## config.mk

```make
export PLATFORM = sky130hd
export DESIGN_NAME = booth_mult_arbiter
export DESIGN_NICKNAME = d
export VERILOG_FILES = /design/src/rtl/booth_mult_pkg.sv /design/src/rtl/booth_mult.sv /design/src/rtl/booth_mult_arbiter_rr_arbiter.sv /design/src/rtl/booth_mult_arbiter.sv
export SDC_FILE = /design/constraint.sdc
export NUM_CORES = 1
export LEC_CHECK = 0
export CAP_MARGIN = 20
export CORE_ASPECT_RATIO = 2
export CORE_UTILIZATION = 55
export CTS_CLUSTER_DIAMETER = 100
export DETAILED_ROUTE_END_ITERATION = 10
export PLACE_DENSITY_LB_ADDON = 0.2
export SLEW_MARGIN = 20
export SYNTH_ARGS = -nofsm -noshare
export SYNTH_HDL_FRONTEND = slang
export SYNTH_SLANG_ARGS = --single-unit
```

## constraint.sdc

```tcl
create_clock -name clk -period 7.7 [get_ports clk]
set_input_delay 1.155 -clock clk [delete_from_list [all_inputs] [get_ports clk]]
set_output_delay 1.155 -clock clk [all_outputs]
set_load 0.02 [all_outputs]
```

## src/rtl/booth_mult_pkg.sv

```systemverilog
// Shared constants and FSM state encoding for the shared Booth multiplier arbiter.
package booth_mult_pkg;

  localparam int OP_W    = 8;
  localparam int PROD_W  = 16;
  localparam int STATE_W = 2;

  typedef enum logic [STATE_W-1:0] {
    IDLE = 2'd0,
    CALC = 2'd1,
    RESP = 2'd2
  } state_e;

endpackage

```

## src/rtl/booth_mult.sv

```systemverilog
// Combinational radix-4 Booth multiplier, 8x8 signed -> 16-bit signed.
module booth_mult (
  input  logic signed [7:0]  A,
  input  logic signed [7:0]  B,
  output logic signed [15:0] C
);

  // One radix-4 partial product for a 3-bit Booth digit.
  function automatic logic signed [15:0] booth_pp(input logic signed [7:0] a,
                                                  input logic [2:0]        code);
    logic signed [15:0] ax;
    logic signed [15:0] pp;
    ax = {{8{a[7]}}, a};
    case (code)
      3'b001, 3'b010: pp = ax;
      3'b011:         pp = ax <<< 1;
      3'b100:         pp = -(ax <<< 1);
      3'b101, 3'b110: pp = -ax;
      default:        pp = '0;
    endcase
    return pp;
  endfunction

  logic [8:0]         b_ext;
  logic signed [15:0] acc;

  // Sum the four shifted partial products; the result wraps exactly at 16 bits.
  always_comb begin
    b_ext = {B, 1'b0};
    acc   = '0;
    for (int unsigned i = 0; i < 4; i++) begin
      acc = acc + (booth_pp(A, b_ext[2*i +: 3]) << (2*i));
    end
    C = acc;
  end

endmodule

```

## src/rtl/booth_mult_arbiter_rr_arbiter.sv

```systemverilog
// Combinational round-robin arbiter: search starts just after the last grant.
module rr_arbiter #(
  parameter int NUM_REQ = 4,
  parameter int ID_W    = $clog2(NUM_REQ)
) (
  input  logic [NUM_REQ-1:0] req,
  input  logic [ID_W-1:0]    last,
  output logic [NUM_REQ-1:0] gnt,
  output logic [ID_W-1:0]    gnt_id
);

  int unsigned     idx;
  logic [ID_W-1:0] sel;
  logic            found;

  // Walk last+1 .. last+NUM_REQ (mod NUM_REQ); first set request wins.
  always_comb begin
    gnt    = '0;
    gnt_id = '0;
    found  = 1'b0;
    idx    = 0;
    sel    = '0;
    for (int unsigned k = 1; k <= NUM_REQ; k++) begin
      idx = (32'(last) + k) % 32'(NUM_REQ);
      sel = idx[ID_W-1:0];
      if (!found && req[sel]) begin
        found    = 1'b1;
        gnt[sel] = 1'b1;
        gnt_id   = sel;
      end
    end
  end

endmodule

```

## src/rtl/booth_mult_arbiter.sv

```systemverilog
// Shares one booth_mult among NUM_REQ valid/ready requesters with round-robin
// grant, registered operands and a tagged valid/ready response port.
module booth_mult_arbiter
  import booth_mult_pkg::*;
#(
  parameter int NUM_REQ = 4,
  parameter int ID_W    = $clog2(NUM_REQ)
) (
  input  logic                    clk,
  input  logic                    rst_n,
  input  logic [NUM_REQ-1:0]      req_valid,
  output logic [NUM_REQ-1:0]      req_ready,
  input  logic [NUM_REQ*OP_W-1:0] req_a,
  input  logic [NUM_REQ*OP_W-1:0] req_b,
  output logic                    rsp_valid,
  input  logic                    rsp_ready,
  output logic [ID_W-1:0]         rsp_id,
  output logic [PROD_W-1:0]       rsp_product,
  output logic                    busy
);

  state_e               state_q, state_d;
  logic [ID_W-1:0]      last_q, last_d;
  logic [OP_W-1:0]      op_a_q, op_a_d;
  logic [OP_W-1:0]      op_b_q, op_b_d;
  logic [ID_W-1:0]      op_id_q, op_id_d;
  logic                 rsp_valid_q, rsp_valid_d;
  logic [ID_W-1:0]      rsp_id_q, rsp_id_d;
  logic [PROD_W-1:0]    rsp_product_q, rsp_product_d;

  logic [NUM_REQ-1:0]   gnt;
  logic [ID_W-1:0]      gnt_id;
  logic signed [PROD_W-1:0] mult_c;

  rr_arbiter #(
    .NUM_REQ (NUM_REQ),
    .ID_W    (ID_W)
  ) u_rr (
    .req    (req_valid),
    .last   (last_q),
    .gnt    (gnt),
    .gnt_id (gnt_id)
  );

  booth_mult u_mult (
    .A (op_a_q),
    .B (op_b_q),
    .C (mult_c)
  );

  // Next-state, grant and datapath register updates.
  always_comb begin
    state_d       = state_q;
    last_d        = last_q;
    op_a_d        = op_a_q;
    op_b_d        = op_b_q;
    op_id_d       = op_id_q;
    rsp_valid_d   = rsp_valid_q;
    rsp_id_d      = rsp_id_q;
    rsp_product_d = rsp_product_q;
    req_ready     = '0;
    case (state_q)
      IDLE: begin
        if (|req_valid) begin
          // Gated by rst_n so no ready is shown during a reset cycle.
          req_ready = gnt & {NUM_REQ{rst_n}};
          op_a_d    = req_a[gnt_id*OP_W +: OP_W];
          op_b_d    = req_b[gnt_id*OP_W +: OP_W];
          op_id_d   = gnt_id;
          last_d    = gnt_id;
          state_d   = CALC;
        end
      end
      CALC: begin
        rsp_product_d = mult_c;
        rsp_id_d      = op_id_q;
        rsp_valid_d   = 1'b1;
        state_d       = RESP;
      end
      RESP: begin
        if (rsp_ready) begin
          rsp_valid_d = 1'b0;
          state_d     = IDLE;
        end
      end
      default: state_d = IDLE;
    endcase
  end

  // State and datapath registers with synchronous active-low reset.
  always_ff @(posedge clk) begin
    if (!rst_n) begin
      state_q       <= IDLE;
      last_q        <= ID_W'(NUM_REQ - 1);
      op_a_q        <= '0;
      op_b_q        <= '0;
      op_id_q       <= '0;
      rsp_valid_q   <= 1'b0;
      rsp_id_q      <= '0;
      rsp_product_q <= '0;
    end else begin
      state_q       <= state_d;
      last_q        <= last_d;
      op_a_q        <= op_a_d;
      op_b_q        <= op_b_d;
      op_id_q       <= op_id_d;
      rsp_valid_q   <= rsp_valid_d;
      rsp_id_q      <= rsp_id_d;
      rsp_product_q <= rsp_product_d;
    end
  end

  assign rsp_valid   = rsp_valid_q;
  assign rsp_id      = rsp_id_q;
  assign rsp_product = rsp_product_q;
  assign busy        = (state_q != IDLE);

endmodule

```

==> flow_metrics.env <==
export IMPL_outcome="complete, no violations"
export IMPL_synthFlopType="dfxtp_1"
export IMPL_power_mw=3.09
export IMPL_synth_area_top_cells="dfxtp_1, fa_1, mux2i_1"
export IMPL_max_cap_violations=0
export IMPL_core_um2=8950
export IMPL_min_period_ns=5.24
export IMPL_drive_above_1_share_pct=4.80
export IMPL_synthDistinctLibCells=71
export IMPL_root_buffer="clkbuf_16"
export IMPL_clkTransAtPathRegs_ns=0.07
export IMPL_grt_pass1_vias=5026
export IMPL_grt_ovfl_total=0
export IMPL_die_w_um=69.9
export IMPL_synth_most_common_cell="nand2_1"
export IMPL_dp_hpwl_um=12600
export IMPL_clkPwrFrac_pct=8.0
export IMPL_max_freq_mhz=191
export IMPL_synthToLayoutAreaGrowth_pct=20.4
export IMPL_ios=95
export IMPL_grt_pass1_wl_um=25800
export IMPL_ctsHoldBuffers=0
export IMPL_yosysWarningCount=0
export IMPL_synth_edff_count=0
export IMPL_synth_common_cells="nand2_1, nor2_1, a21oi_1"
export IMPL_antenna_found_initial=0
export IMPL_vias=5336
export IMPL_start_util_pct=56.7
export IMPL_powerDensity_nw_per_um2=507
export IMPL_swShare_pct=54.7
export IMPL_vdd_ir_drop_max_v=0.000206
export IMPL_num_rows=49
export IMPL_relSlewSlack_pct=27.1
export IMPL_async_flop_share_pct=0
export IMPL_final_nets=846
export IMPL_power_leakage_nw=2.49
export IMPL_clock_latency_ns=0.30
export IMPL_p_comb_share_pct=78.5
export IMPL_portBuffers=94
export IMPL_cts_buffers=5
export IMPL_crit_arrival_ns=5.43
export IMPL_crit_fanout=9
export IMPL_cts_sinks=41
export IMPL_wl_um=16400
export IMPL_path_class="register to register"
export IMPL_dr_pass1_iters=6
export IMPL_tightest_slew_ns=1.09
export IMPL_syn_area_um2=5070
export IMPL_syn_num_nets=792
export IMPL_yosysTopAreaCellShare_pct=16.2
export IMPL_fin_skew_ns=0.00543
export IMPL_seqPwrFrac_pct=13.5
export IMPL_post_cts_buffers=0
export IMPL_dieArea_um2=9640
export IMPL_ctsResizeCount=0
export IMPL_vias_per_cell=6.42
export IMPL_syn_avg_cell_area_um2=7.53
export IMPL_fp_dieH_um=138
export IMPL_synth_seq_cells=41
export IMPL_diodes=0
export IMPL_setup_viol=0
export IMPL_grt_max_degree=37
export IMPL_hold_viol=0
export IMPL_crit_path_end_kind="register"
export IMPL_power_switching_mw=1.69
export IMPL_maxSlewViolCount=0
export IMPL_cts_htree_levels=2
export IMPL_syn_instance_count=674
export IMPL_hold_path_class="register to register"
export IMPL_ys_seq_area_share_pct=16.2
export IMPL_cts_tree="done"
export IMPL_route_detailed_wl_per_inst_um=19.7
export IMPL_startpoint_type="register"
export IMPL_yosys_area_top_type="dfxtp_1"
export IMPL_cts_max_path_buffers=2
export IMPL_ant_nets=0
export IMPL_track_usage_pct=34.7
export IMPL_internal_power_mw=1.40
export IMPL_rsz0062_at_grt="false"
export IMPL_first_iter_violations=419
export IMPL_worst_ep_required_time_ns=7.88
export IMPL_tns_ns=0
export IMPL_drc_errors=0
export IMPL_place_congestion=0.999
export IMPL_finalCritPeriodShare_pct=68.1
==> layout by cell type, fill, tap and decap left out, types with 3 or more instances in the layout <==
cell	count
clkdlybuf4s50_1	94
nand2_1	91
nor2_1	58
a21oi_1	47
dfxtp_1	41
o21ai_0	40
inv_1	38
mux2i_1	37
ha_1	26
fa_1	21
xnor2_1	17
a221oi_1	16
o221ai_1	16
xor2_1	12
a31oi_1	11
nand2b_1	9
and2_1	9
nor3_1	9
a22oi_1	9
o211ai_1	8
nor2b_1	7
nand3_1	6
a21o_1	6
nor3b_1	5
o22ai_1	5
o21a_1	5
clkbuf_16	5
buf_4	5
inv_2	4
a211oi_1	4
mux2_2	4
a21boi_0	4
and3_1	3
a32o_1	3
nand3b_1	3
o21bai_1	3
==> worst max-delay path: stages, from the launching register on <==
cell	delay [ns]
dfxtp_1	0.52
clkinv_1	0.30
ha_1	0.38
nor3b_2	0.23
xor2_1	0.32
o21ai_0	0.13
a21oi_1	0.18
a21oi_1	0.20
fa_1	0.60
inv_1	0.06
fa_1	0.54
inv_1	0.05
ha_1	0.35
a21oi_1	0.25
o21bai_1	0.09
a21oi_1	0.30
o21ai_0	0.14
nand2_1	0.10
nor4_1	0.05
a311o_1	0.34
==> logic make-up (layout without fill, tap and decap cells) <==
kind of cell	count (synthesis)	after routing	synth area share, %
AO/OA/AOI/OAI	202	202	27.1
XOR/XNOR	31	31	5.65
adder cells (fa/ha/maj)	47	47	14.7
buffers and inverters	97	152	8.11
flip-flops	41	41	16.2
multiplexers	43	43	8.92
AND/OR/NAND/NOR	213	213	19.3
==> metal layers <==
| metal | GRT usage (%) | wire length, um |
|---|---|---|
| met1 | 35.2 | 5470 |
| met5 | 0 | 0 |
| met4 | 24.1 | 1250 |
| met2 | 64.5 | 8720 |
| met3 | 4.68 | 968 |
==> worst paths after layout <==
| kind | slack [ns] | to | depth (start not counted) | from |
|---|---|---|---|---|
| worst max register to register | 2.46 | rsp_product[14] | 19 | op_a_q[0] |
| worst min register to register | 0.46 | rsp_product[2] | 2 | rsp_product[2] |
| worst min-delay path | 0.46 | rsp_product[2] | 2 | rsp_product[2] |
| worst max-delay path | 2.46 | rsp_product[14] | 19 | op_a_q[0] |
==> power by group through the flow <==
stage	Sequential, mW	Combinational, mW	Clock [mW]
after floorplan	0.330	1.84	0
after global placement	0.411	2.35	0
after detailed placement	0.415	2.39	0
after CTS	0.411	2.40	0.248
after global routing	0.425	2.66	0.258
final	0.418	2.43	0.248
==> through the flow <==
stage	setup slack [ns]	instance area (um^2)	utilization, %	cells	hold WS [ns]
after floorplan	3.24	5070	-	674	0.432
after global placement	2.77	5940	66.4	823	0.443
after detailed placement	2.62	5940	66.4	823	0.453
after CTS	2.58	6110	68.2	831	0.461
after global routing	2.06	6110	68.2	831	0.486
final	2.46	6110	68.2	831	0.457
==> state kept, by name (all words and copies together), names as in the netlist <==
name         cells
state_q          2
last_q           2
rsp_valid        1
rsp_product     16
rsp_id           2
op_id_q          2
op_b_q           8
op_a_q           8
==> layout make-up <==
cell class | count | area [um^2]
flip-flops and latches | 41 | 821
repair buffers | 99 | 978
fillers | 789 | 2840
well taps | 102 | 128
multi-input cells | 536 | 3840
clock inverters | 2 | 38.8
clock buffers | 6 | 129
inverters | 45 | 171
Power figures use the tool's default switching activity.
